<file path="config.mk">
export PLATFORM = sky130hd
export DESIGN_NAME = uc_io_flat
export DESIGN_NICKNAME = d
export VERILOG_FILES = /design/src/rtl/uc_io_if.sv /design/src/rtl/uc_io.sv /design/src/flat_wrapper.sv
export SDC_FILE = /design/constraint.sdc
export NUM_CORES = 1
export LEC_CHECK = 0
export ABC_AREA = 0
export BUFFER_PORTS_ARGS = -buffer_cell sky130_fd_sc_hd__clkbuf_2
export CAP_MARGIN = 10
export CORE_AREA = 2 2 43 45
export DETAILED_ROUTE_END_ITERATION = 8
export DIE_AREA = 0 0 45 47
export GPL_TIMING_DRIVEN = 0
export PLACE_DENSITY = 0.65
export SETUP_SLACK_MARGIN = 0.02
export SYNTH_ARGS = -nofsm -noshare
export SYNTH_HDL_FRONTEND = slang
export SYNTH_SLANG_ARGS = --single-unit
</file>
<file path="constraint.sdc">
create_clock -name clk -period 1.71 [get_ports clk]
set_input_delay 0.342 -clock clk [delete_from_list [all_inputs] [get_ports clk]]
set_output_delay 0.342 -clock clk [all_outputs]
set_load 0.01 [all_outputs]
</file>
<file path="src/rtl/uc_io_if.sv">
// Control interface between the uc_io control unit and the datapath.
// The master side is the control unit; the slave side is the datapath / I/O responder.
interface uc_io_if;
    logic [5:0] opcode;
    logic       z;
    logic       ALUoflow;
    logic       io_ack;
    logic       resume;
    logic       s_inc;
    logic       s_inm;
    logic       s_datos;
    logic       we3;
    logic       wez;
    logic [2:0] op_alu;
    logic       pc_en;
    logic       io_rd_req;
    logic       halted;
    logic       io_err;
    logic       oflow_err;

    modport master (
        input  opcode, z, ALUoflow, io_ack, resume,
        output s_inc, s_inm, s_datos, we3, wez, op_alu, pc_en,
               io_rd_req, halted, io_err, oflow_err
    );

    modport slave (
        output opcode, z, ALUoflow, io_ack, resume,
        input  s_inc, s_inm, s_datos, we3, wez, op_alu, pc_en,
               io_rd_req, halted, io_err, oflow_err
    );
endinterface

</file>
<file path="src/rtl/uc_io.sv">
// Control unit: decodes opcode into datapath controls and stalls the PC for wait-stated I/O reads.
// Non-IN instructions take one cycle; IN stalls until io_ack or TIMEOUT, then HALT waits for resume.
module uc_io #(
    parameter int TIMEOUT = 16,
    parameter int CNT_W   = 5
) (
    input  logic     clk,
    input  logic     reset,
    uc_io_if.master  ctl
);

    localparam logic [1:0] ST_RUN     = 2'd0;
    localparam logic [1:0] ST_IO_WAIT = 2'd1;
    localparam logic [1:0] ST_HALT    = 2'd2;

    localparam logic [CNT_W-1:0] CNT_LAST = CNT_W'(TIMEOUT - 1);
    localparam logic [CNT_W-1:0] CNT_ONE  = CNT_W'(1);

    logic [1:0]       r_state;
    logic [1:0]       w_state_nxt;
    logic [CNT_W-1:0] r_cnt;
    logic [CNT_W-1:0] w_cnt_nxt;
    logic             r_io_err;
    logic             r_oflow_err;
    logic             w_set_io_err;
    logic             w_set_oflow;

    always_comb begin
        ctl.s_inc     = 1'b1;
        ctl.s_inm     = 1'b0;
        ctl.s_datos   = 1'b0;
        ctl.we3       = 1'b0;
        ctl.wez       = 1'b0;
        ctl.op_alu    = ctl.opcode[2:0];
        ctl.pc_en     = 1'b1;
        ctl.io_rd_req = 1'b0;
        ctl.halted    = 1'b0;
        w_state_nxt   = r_state;
        w_cnt_nxt     = r_cnt;
        w_set_io_err  = 1'b0;

        case (r_state)
            ST_RUN: begin
                casez (ctl.opcode)
                    6'b000???: begin
                        ctl.we3 = 1'b1;
                        ctl.wez = 1'b1;
                    end
                    6'b001???: begin
                        ctl.we3   = 1'b1;
                        ctl.wez   = 1'b1;
                        ctl.s_inm = 1'b1;
                    end
                    6'b010000: begin
                        ctl.io_rd_req = 1'b1;
                        if (ctl.io_ack) begin
                            ctl.we3     = 1'b1;
                            ctl.s_datos = 1'b1;
                        end else begin
                            ctl.pc_en   = 1'b0;
                            w_state_nxt = ST_IO_WAIT;
                            w_cnt_nxt   = '0;
                        end
                    end
                    6'b100000: ctl.s_inc = 1'b0;
                    6'b100001: ctl.s_inc = ~ctl.z;
                    6'b100010: ctl.s_inc = ctl.z;
                    6'b111111: begin
                        ctl.pc_en   = 1'b0;
                        w_state_nxt = ST_HALT;
                    end
                    default: ;
                endcase
            end

            ST_IO_WAIT: begin
                ctl.io_rd_req = 1'b1;
                ctl.pc_en     = 1'b0;
                w_cnt_nxt     = r_cnt + CNT_ONE;
                // A late ack on the final wait cycle still completes the read.
                if (ctl.io_ack) begin
                    ctl.we3     = 1'b1;
                    ctl.s_datos = 1'b1;
                    ctl.pc_en   = 1'b1;
                    w_state_nxt = ST_RUN;
                    w_cnt_nxt   = '0;
                end else if (r_cnt == CNT_LAST) begin
                    ctl.io_rd_req = 1'b0;
                    ctl.pc_en     = 1'b1;
                    w_set_io_err  = 1'b1;
                    w_state_nxt   = ST_RUN;
                    w_cnt_nxt     = '0;
                end
            end

            ST_HALT: begin
                ctl.halted = 1'b1;
                ctl.pc_en  = 1'b0;
                if (ctl.resume) begin
                    ctl.pc_en   = 1'b1;
                    w_state_nxt = ST_RUN;
                end
            end

            default: begin
                w_state_nxt = ST_RUN;
                w_cnt_nxt   = '0;
            end
        endcase

        if (reset) begin
            ctl.we3       = 1'b0;
            ctl.wez       = 1'b0;
            ctl.pc_en     = 1'b0;
            ctl.io_rd_req = 1'b0;
            ctl.halted    = 1'b0;
        end
    end

    assign w_set_oflow = (r_state == ST_RUN) && ctl.wez && ctl.ALUoflow;

    always_ff @(posedge clk or posedge reset) begin
        if (reset) begin
            r_state     <= ST_RUN;
            r_cnt       <= '0;
            r_io_err    <= 1'b0;
            r_oflow_err <= 1'b0;
        end else begin
            r_state <= w_state_nxt;
            r_cnt   <= w_cnt_nxt;
            if (w_set_io_err) r_io_err    <= 1'b1;
            if (w_set_oflow)  r_oflow_err <= 1'b1;
        end
    end

    assign ctl.io_err    = r_io_err;
    assign ctl.oflow_err = r_oflow_err;

endmodule

</file>
<file path="src/flat_wrapper.sv">
// flat-port wrapper written by rule: the top's interface ports become plain ports
module uc_io_flat 
#(
    parameter int TIMEOUT = 16,
    parameter int CNT_W   = 5
)
  (clk, reset, ctl_opcode, ctl_z, ctl_ALUoflow, ctl_io_ack, ctl_resume, ctl_s_inc, ctl_s_inm, ctl_s_datos, ctl_we3, ctl_wez, ctl_op_alu, ctl_pc_en, ctl_io_rd_req, ctl_halted, ctl_io_err, ctl_oflow_err);
  uc_io_if ctl_i ();
  input  logic clk;
  input  logic reset;
  input wire logic [$bits(ctl_i.opcode)-1:0] ctl_opcode;
  input wire logic [$bits(ctl_i.z)-1:0] ctl_z;
  input wire logic [$bits(ctl_i.ALUoflow)-1:0] ctl_ALUoflow;
  input wire logic [$bits(ctl_i.io_ack)-1:0] ctl_io_ack;
  input wire logic [$bits(ctl_i.resume)-1:0] ctl_resume;
  output wire logic [$bits(ctl_i.s_inc)-1:0] ctl_s_inc;
  output wire logic [$bits(ctl_i.s_inm)-1:0] ctl_s_inm;
  output wire logic [$bits(ctl_i.s_datos)-1:0] ctl_s_datos;
  output wire logic [$bits(ctl_i.we3)-1:0] ctl_we3;
  output wire logic [$bits(ctl_i.wez)-1:0] ctl_wez;
  output wire logic [$bits(ctl_i.op_alu)-1:0] ctl_op_alu;
  output wire logic [$bits(ctl_i.pc_en)-1:0] ctl_pc_en;
  output wire logic [$bits(ctl_i.io_rd_req)-1:0] ctl_io_rd_req;
  output wire logic [$bits(ctl_i.halted)-1:0] ctl_halted;
  output wire logic [$bits(ctl_i.io_err)-1:0] ctl_io_err;
  output wire logic [$bits(ctl_i.oflow_err)-1:0] ctl_oflow_err;
  assign ctl_i.opcode = ctl_opcode;
  assign ctl_i.z = ctl_z;
  assign ctl_i.ALUoflow = ctl_ALUoflow;
  assign ctl_i.io_ack = ctl_io_ack;
  assign ctl_i.resume = ctl_resume;
  assign ctl_s_inc = ctl_i.s_inc;
  assign ctl_s_inm = ctl_i.s_inm;
  assign ctl_s_datos = ctl_i.s_datos;
  assign ctl_we3 = ctl_i.we3;
  assign ctl_wez = ctl_i.wez;
  assign ctl_op_alu = ctl_i.op_alu;
  assign ctl_pc_en = ctl_i.pc_en;
  assign ctl_io_rd_req = ctl_i.io_rd_req;
  assign ctl_halted = ctl_i.halted;
  assign ctl_io_err = ctl_i.io_err;
  assign ctl_oflow_err = ctl_i.oflow_err;
  uc_io #(.TIMEOUT(TIMEOUT), .CNT_W(CNT_W)) u_core (.clk(clk), .reset(reset), .ctl(ctl_i));
endmodule
</file>
==> flow_summary.ini <==
[run_status]
status = finished, violations left
violations = negative setup slack

[critical_path]
reg2reg_setup_slack_ns = 0.20
critPathMaxFanout = 3
worstPathRequired_ns = 1.37
cp-end-kind = output port
arrival_ns = 1.51
cp-start-kind = flop
r2r_start = u_core.r_cnt[1]
r2r_cells = 5
r2r_end = u_core.r_cnt[3]
crit_type = flop to output port

[global_routing]
overflow = 0
grt_usage = 0.158
antenna_found_initial = 0
grt_pass1_vias = 575
grt_pass1_wl_mm = 2.42
grt_max_degree = 12

[yosys]
ys_top_cells_by_area = dfrtp_1 36%, nor3b_1 4.8%, nor4b_4 3.8%, buf_4 3.6%, a21oi_1 2.4%
yosysSeqAreaShare = 0.362
synth_nets = 77
yosys.area.top_type = dfrtp_1
synth-xor-area-share = 0.0141
synth_seq_cells = 9
synth_compound_area_frac = 0.195
synth_cell_type_count = 37
netlist_area_um2 = 622
syn_avg_cell_area_um2 = 9.72
ys_warn_count = 0
synthMuxAreaShare = 0
yosys.area_share.simple = 0.334
syn-instance-count = 64
synth_top_family_by_area = simple AND/OR/NAND/NOR gates
yosys.area.top_type_share = 0.362
synthAdderAreaFrac = 0.0201

[drt]
num_vias = 634
dr.pass1.iters = 4
via_per_inst = 5.42
wl_per_cell_um = 13.1
ant_nets = 0
post-route-drc-count = 0
wl_mm = 1.53
drtIter0Drc = 9

[power]
p_int_uw = 371
combPwrFrac = 0.236
p_per_area_nw_per_um2 = 556
switching_share = 0.263
p_switching_uw = 132
vdd_drop_max_uv = 392
p_leak_nw = 0.440
clkPwrFrac = 0.313
p_seq_frac = 0.452

[floorplan]
core_area_um2 = 1650
die-area_um2 = 2120
rows = 15
die_y_um = 47
die_x_um = 45
pin_count = 25
initial_core_util = 0.377

[finish]
postLayoutCellArea_um2 = 905
nNetsFinal = 114
multi_input_area_um2 = 395
fin_util = 0.548
antenna_cells = 0
drive_above_1_share = 0.550
layout_commonest_cell = clkbuf_2
area_delta_synth_final_pct = 45.5
final_cell_mix = 22 x clkbuf_2, 12 x buf_4, 8 x dfrtp_1
seqCellArea_um2 = 226
fill_cells = 167

[clocking]
cts_max_level = 1
clk_pin_slew_worst_paths_ns = 0.06
clk_latency_ns = 0.25
cts_tree = built
cts.sinks = 9
hold_buffers = 0
clock_path_buffers = 2
cts_made_buffers = 3
cts_root_buf = clkbuf_4

[sta]
finalCriticalPeriod_ns = 1.85
setup_violations = 6
clock-skew-final_ns = 0.00373
fin_crit_sh = 1.08
hold_violations = 0
worst_pin_slew_ns = 0.504
clock.fmax_mhz = 540
drv_slew = 0
relSlewSlack = 0.662
worst_slack_ns = -0.143
timing.hold.ws_ns = 0.145
rsz0062_at_grt = true
tns_ns = -0.500

[placed_design]
placed_cell_area_um2 = 763
port_buffers = 24
routabilityCongestion = 0.785
dpl.hpwl_mm = 1.11

[hold_path]
hold_class = primary input to asynchronous set/reset pin

[job]
max_cap_violations = 0
[how the worst max path moves through the flow]
stage	start	cells after the start	slack [ns]	end
4_1_cts	u_core.r_state[1]	4	-0.19	ctl_we3
2_1_floorplan	u_core.r_state[0]	4	0.08	ctl_we3
3_5_place_dp	ctl_opcode[0]	5	-0.14	ctl_io_rd_req
5_1_grt	u_core.r_state[1]	4	-0.21	ctl_we3
6_report	u_core.r_state[1]	4	-0.14	ctl_s_inc
3_3_place_gp	ctl_opcode[0]	5	-0.1	ctl_io_rd_req
[per-stage QoR]
step                total power, mW  setup slack, ns  std cells
global placement              0.323          -0.0999        105
detailed placement            0.325           -0.138        105
floorplan                     0.283           0.0782         64
global route                  0.538           -0.213        117
finish                        0.503           -0.143        117
CTS                           0.505           -0.195        115
[layer usage]
| metal | share of wire | wire length (um) | up-vias | GRT usage |
|---|---|---|---|---|
| met5 | 0 | 0 | - | 0 |
| met4 | 0 | 0 | 0 | 0.0529 |
| met3 | 0.031 | 48 | 0 | 0.0346 |
| met2 | 0.50 | 761 | 13 | 0.257 |
| met1 | 0.47 | 724 | 307 | 0.209 |
| li1 | - | - | 314 | - |
[repair_timing]
item	CTS	global route
resized for setup	6	8
endpoints found under the setup margin	7	7
buffers inserted	7	2
pin swaps	2	3
[power groups by stage]
stage / Clock, mW / Sequential (mW) / Combinational [mW]
after detailed placement: 0 / 0.233 / 0.0915
after CTS: 0.166 / 0.227 / 0.112
after floorplan: 0 / 0.233 / 0.0505
after global routing: 0.178 / 0.227 / 0.133
after global placement: 0 / 0.233 / 0.0902
final: 0.157 / 0.227 / 0.119
[state kept, by name, summed over array words and instances, names as in the netlist]
register              count
u_core.r_cnt              5
u_core.ctl.oflow_err      1
u_core.r_state            2
u_core.ctl.io_err         1
[final cells by class]
cell class	count	area share
Buffer	4	0.0373
Clock buffer	4	0.0290
Inverter	2	0.00830
Multi-Input combinational cell	48	0.437
Sequential cell	9	0.250
Tap cell	17	0.0235
Timing Repair Buffer	33	0.214
[worst max-delay path: stages, from the launching register on]
cell and delay (ns):
dfrtp_1 0.38, or3_4 0.43, a211oi_2 0.22, nand3_1 0.09, clkbuf_2 0.14
[cells by family (layout without fill, tap and decap cells)]
kind of cell	Yosys count	count (layout)
flip-flops	9	9
XOR/XNOR	1	1
buffers and inverters	7	43
AND/OR/NAND/NOR	29	29
AO/OA/AOI/OAI	17	17
adder cells (fa/ha/maj)	1	1
[Yosys cell counts, drive strengths merged]
library cell,n
nor4b,1
nand2b,1
o21ai,1
buf,5
dfrtp,9
or3,2
a31o,1
ha,1
a21o,2
a31oi,2
nor3b,4
nand4b,1
xor2,1
or4,1
nor2b,1
nand3b,2
a211o,1
nor3,4
nor4,1
a21oi,3
or3b,1
o21a,1
a211oi,2
a32o,1
and4,1
and3,1
nand2,3
inv,2
nand3,2
o21bai,2
nor2,3
a22o,1
(Power assumes the default switching activity.)
